### src/rtl/sub8_serial.sv
`default_nettype none
// ============================================================================
//  Module      : sub8_serial
//  Description : Bit-serial 8-bit subtractor. Computes A - B - Bi one bit per
//                clock, LSB first, and reports difference, borrow-out,
//                signed overflow and zero flags with a one-cycle done pulse.
//  Revision    : 1.0  initial release
// ============================================================================
module sub8_serial (
   input  logic       clk,
   input  logic       reset_n,
   input  logic       start,
   input  logic [7:0] A,
   input  logic [7:0] B,
   input  logic       Bi,
   output logic [7:0] Y,
   output logic       Bo,
   output logic       V,
   output logic       Z,
   output logic       busy,
   output logic       done
);

   typedef enum logic [0:0] {
      S_IDLE = 1'b0,
      S_RUN  = 1'b1
   } state_t;

   localparam logic [2:0] c_LAST_BIT = 3'd7;

   state_t     r_state;
   state_t     w_state_nxt;
   logic [2:0] r_cnt;
   logic [7:0] r_a;
   logic [7:0] r_b;
   logic [6:0] r_res;     // bits 0..6 of the difference; bit 7 joins on the final edge
   logic       r_br;

   logic       w_load;
   logic       w_step;
   logic       w_last;
   logic       w_d;
   logic       w_br_nxt;
   logic [7:0] w_result;

   // One full-subtractor slice acting on the current LSBs
   assign w_d      = r_a[0] ^ r_b[0] ^ r_br;
   assign w_br_nxt = (~r_a[0] & r_b[0]) | (~(r_a[0] ^ r_b[0]) & r_br);
   assign w_result = {w_d, r_res};
   assign busy     = (r_state == S_RUN);

   // Next-state and control strobes
   always_comb begin
      w_state_nxt = r_state;
      w_load      = 1'b0;
      w_step      = 1'b0;
      w_last      = 1'b0;
      case (r_state)
         S_IDLE: begin
            if (start) begin
               w_load      = 1'b1;
               w_state_nxt = S_RUN;
            end
         end
         S_RUN: begin
            w_step = 1'b1;
            if (r_cnt == c_LAST_BIT) begin
               w_last      = 1'b1;
               w_state_nxt = S_IDLE;
            end
         end
         default: w_state_nxt = S_IDLE;
      endcase
   end

   // State register
   always_ff @(posedge clk) begin
      if (!reset_n) r_state <= S_IDLE;
      else          r_state <= w_state_nxt;
   end

   // Operand capture, serial shifting and bit counter
   always_ff @(posedge clk) begin
      if (!reset_n) begin
         r_a   <= 8'h00;
         r_b   <= 8'h00;
         r_br  <= 1'b0;
         r_res <= 7'h00;
         r_cnt <= 3'd0;
      end else if (w_load) begin
         r_a   <= A;
         r_b   <= B;
         r_br  <= Bi;
         r_res <= 7'h00;
         r_cnt <= 3'd0;
      end else if (w_step) begin
         r_a   <= {1'b0, r_a[7:1]};
         r_b   <= {1'b0, r_b[7:1]};
         r_br  <= w_br_nxt;
         r_res <= {w_d, r_res[6:1]};
         r_cnt <= r_cnt + 3'd1;
      end
   end

   // Visible results update only on the edge that processes bit 7
   always_ff @(posedge clk) begin
      if (!reset_n) begin
         Y    <= 8'h00;
         Bo   <= 1'b0;
         V    <= 1'b0;
         Z    <= 1'b1;
         done <= 1'b0;
      end else begin
         done <= w_last;
         if (w_last) begin
            Y  <= w_result;
            Bo <= w_br_nxt;
            V  <= r_br ^ w_br_nxt;
            Z  <= (w_result == 8'h00);
         end
      end
   end

endmodule
`default_nettype wire

### config.mk
export PLATFORM = sky130hd
export DESIGN_NAME = sub8_serial
export DESIGN_NICKNAME = d
export VERILOG_FILES = /design/src/rtl/sub8_serial.sv
export SDC_FILE = /design/constraint.sdc
export NUM_CORES = 1
export LEC_CHECK = 0
export ABC_AREA = 1
export BUFFER_PORTS_ARGS = -buffer_cell sky130_fd_sc_hd__buf_2
export CORE_ASPECT_RATIO = 1.1
export CORE_MARGIN = 2
export CORE_UTILIZATION = 37
export DETAILED_ROUTE_END_ITERATION = 6
export PLACE_DENSITY = 0.68
export SETUP_SLACK_MARGIN = 0.02
export SYNTH_ARGS = -nofsm -noshare
export SYNTH_HDL_FRONTEND = slang
export SYNTH_SLANG_ARGS = --single-unit
### constraint.sdc
create_clock -name clk -period 4.1 [get_ports clk]
set_clock_uncertainty 0.15 [all_clocks]
set_input_delay 0.41 -clock clk [delete_from_list [all_inputs] [get_ports clk]]
set_output_delay 0.41 -clock clk [all_outputs]
set_load 0.02 [all_outputs]
* After elaboration in Yosys (flattened, before gate mapping)
Index checks and enable logic that the tools add are counted.
** Operators by class
- Add/sub/neg operators :: 1
- Equal/unequal tests :: 1
- Multiplexer cells :: 13
- Bitwise logic cells :: 10
- Reduce and logical (&&, ||, !) cells :: 3
** Operator list (count)
- $mux 8 :: 4
- $logic_not 8->1 :: 1
- $mux 1 :: 8
- $not 1->1 :: 4
- $add 3x1->3 const B :: 1
- $eq 3x3->1 const B :: 1
- $xor 1x1->1 :: 3
- $and 1x1->1 :: 2
- $pmux 1 s2 :: 1
- $reduce_bool 2->1 :: 1
- $reduce_or 2->1 :: 1
- $or 1x1->1 :: 1
** Storage, ports and cells
- Flip-flop bits (word level) :: 40
- Input bits :: 20
- Output and inout bits :: 13
- Word-level logic and storage cells :: 39

* Depth between registers and ports, before layout
- Word-level depth :: 6
- Mapped depth :: 8
- Mapped depth without buffers :: 8

* Least setup slack after synthesis
No wires, ideal clock.
- Path kind :: register to register
- Start :: register r_br
- End :: register Z
- Setup time :: 70 ps
- Arrival :: 1100 ps
- Required time :: 3880 ps
- Slack :: 2780 ps
- Stages on the path, launching flop included :: 6
- Buffers on the path :: 0
- Clock period less this slack :: 1320 ps
- Path through :: dfxtp_1 inv_1 fa_1 nor2_1 nand2_1 o21bai_1
** On the way
- Longest elaborated chain between the ends :: 2
** RTL lines
- start: declaration :: RTL line 37 : logic r_br;
- start signal: assignment :: RTL line 93 : r_br <= Bi;
- start signal: assignment :: RTL line 99 : r_br <= w_br_nxt;
- $xor 1x1->1 :: RTL line 47 : assign w_d = r_a[0] ^ r_b[0] ^ r_br;
- net w_d :: RTL line 42 : logic w_d;
- $logic_not 8->1 :: RTL line 119 : Z <= (w_result == 8'h00);
- end signal: assignment :: RTL line 119
- end: declaration :: RTL line 19 : output logic Z,
The timed path passes the listed nets, and every way through them passes these cells.
A chain may end at the register's enable or synchronous reset.

* Worst setup path after layout
- Start :: register r_state, in the netlist busy
- End :: output busy
** RTL lines
- start: declaration :: RTL line 31 : state_t r_state;
- start signal: assignment :: RTL line 79 : else r_state <= w_state_nxt;
- end: declaration :: RTL line 20 : output logic busy,
No word-level cell between the ends.

==> flow_metrics.py <==
metrics = {
    "timing": {
        "fin_crit_ns": 1.94,
        "maxSlewHeadroom_pct": 52.4,
        "fin_ws_ns": 2.16,
        "finalHoldViolCount": 0,
        "setup_viol": 0,
        "fin_tns_setup_ns": 0,
        "max_freq_mhz": 516,
        "period_share_pct": 47.2,
        "rsz0062_at_grt": "false",
        "drv_slew": 0,
        "max_slew.worst_pin.slew_ns": 0.713,
    },
    "place": {
        "dp_hpwl_mm": 2.27,
        "place_worst_setup_slack_ns": 2.34,
        "numPortBuffers": 32,
        "globalplace.congestion": 0.740,
    },
    "power": {
        "p_leak_uw": 0.00102,
        "irDropWorstVdd_mv": 0.189,
        "p_per_area_mw_per_mm2": 405,
    },
    "detailed_routing": {
        "post_drt_wl_per_cell_um": 10.3,
        "dr.pass1.iters": 4,
        "vias_per_cell": 4.66,
        "ant_nets": 0,
        "vias": 1472,
        "drt_iter0_drc": 109,
        "routed_wl_mm": 3.27,
        "drc_errors": 0,
    },
    "clocking": {
        "cts_setup_buffers": 0,
        "clock_latency_ns": 0.30,
        "htreeDepth": 2,
        "cts_resized": 0,
        "cts-buffers-inserted": 5,
        "tritoncts": "built",
        "clk_pin_slew_ns": 0.08,
        "cts_root_buf": "clkbuf_8",
        "clock_path_buffers": 2,
        "cts_sinks": 40,
        "holdBufCountCts": 0,
    },
    "critical_path": {
        "critPathLaunchType": "flip-flop",
        "cp-end-kind": "output port",
        "reg2regPathDepth": 5,
        "path_delay_family": "flip-flops",
        "critPathRequiredTime_ns": 3.54,
        "cpPeakStageDelay_ns": 0.79,
        "crit_type": "flip-flop to output port",
        "slowest_stage": "dfxtp_1",
        "crit_cells": 1,
        "crit_buf_inv": 1,
        "crit_chain": "buf_2",
        "critical_path_arrival_ns": 1.38,
        "cp_max_fo": 19,
    },
    "logic_synthesis": {
        "yosys.area.top_type_share_pct": 47.0,
        "synth_area_leaders": "dfxtp_1 47%, nand2_1 21%, nand3_1 9.1%",
        "syn_inst": 231,
        "seq_area_frac_synth_pct": 47.0,
        "syn_area_mm2": 0.00170,
        "synth-seq-cells": 40,
        "postSynthAreaPerCell_um2": 7.37,
        "yosys_warnings": 0,
        "syn_nets": 254,
        "yosysTopAreaCell": "dfxtp_1",
        "yosysUniqueCellTypes": 23,
    },
    "hold_path": {
        "hp-class": "input pin to flip-flop",
        "whs_path_depth": 3,
    },
    "cells_and_area": {
        "layout-drive-gt1-share_pct": 18.3,
        "nets": 284,
        "layout_commonest_cell": "nand2_1",
        "final_cell_mix": "96 x nand2_1, 40 x dfxtp_1, 32 x buf_2, 31 x nand3_1, 20 x inv_1",
        "syn2layout_area_growth_pct": 15.7,
        "diodes": 0,
    },
    "global_route": {
        "grt_pass1_vias": 1363,
        "grt_first_pass_wirelength_mm": 5.81,
        "grt_max_degree": 25,
        "gr-total-overflow": 0,
        "track_usage_pct": 15.4,
        "antenna_found_initial": 0,
    },
    "floorplanning": {
        "die-width_um": 68.7,
        "rows": 25,
        "ioPinCount": 33,
        "dieArea_mm2": 0.00516,
        "initial_core_util_pct": 39.2,
        "dieHeight_um": 75.2,
        "core_area_mm2": 0.00435,
    },
    "outcome": {
        "outcome": "completed",
    },
    "run": {
        "cap_viol_max_count": 0,
    },
}
## cells by family after synthesis
logic type	count (synthesis)	synth area share, %
simple gates	138	34.5
buf+inv	33	9.99
flops	40	47.0
xor+xnor	2	1.03
fa+ha+maj	3	2.64
compound gates	15	4.78
## area by class of cell
type | count | area (µm²)
fillers | 458 | 2380
multi-input cells | 158 | 732
clock buffers | 6 | 72.6
inverters | 23 | 93.8
well taps | 54 | 67.6
clock inverters | 2 | 35.0
repair buffers | 33 | 168
flip-flops and latches | 40 | 801
## synth_stat cells, drive strengths merged
library cell	count
nand2	98
dfxtp	40
nand3	31
inv	22
a21oi	11
buf	10
nor2	8
o21ai	3
ha	2
clkinv	1
fa	1
nor3	1
o21bai	1
xnor2	1
xor2	1
## where the power goes
group / total (µW) / switching, µW / internal (µW) / leakage [µW]
combinational: 69.3 / 42.2 / 27.1 / 0.000635
clock: 316 / 136 / 181 / 0.0000552
sequential: 411 / 10.6 / 400 / 0.000325
total: 797 / 189 / 608 / 0.00102
## through the flow
stage / std cells / total power, µW / hold slack [ns] / utilization, % / cell area, µm²
floorplan: 231 / 475 / 0.289 / - / 1700
global placement: 308 / 490 / 0.283 / 42.8 / 1860
detailed placement: 308 / 491 / 0.289 / 42.8 / 1860
CTS: 316 / 806 / 0.190 / 45.3 / 1970
global route: 316 / 837 / 0.196 / 45.3 / 1970
finish: 316 / 797 / 0.197 / 45.3 / 1970
## flip-flops by register name, summed over array words and instances (netlist names)
name,flops
Bo,1
V,1
Y,8
Z,1
busy,1
done,1
r_a,8
r_b,8
r_br,1
r_cnt,3
r_res,7
## worst reg2reg max path, stage by stage (launching register included)
cell and delay (ns):
dfxtp_1 0.79, inv_2 0.37, nand3_1 0.17, nand3_1 0.08, nand2_1 0.06, inv_1 0.04
## layer usage
layer  global-route usage (%)  wire, µm
met3                     5.98       218
met4                     7.33        68
met5                        0         0
met1                     17.5      1510
met2                     25.1      1470
## final timing paths
check | from | end | slack, ns
worst max-delay path | busy | busy | 2.16
worst min-delay path | A[7] | r_a[7] | 0.20
worst max register to register | busy | r_b[0] | 2.35
worst min register to register | Y[0] | Y[0] | 0.30
(Power assumes the default switching activity.)
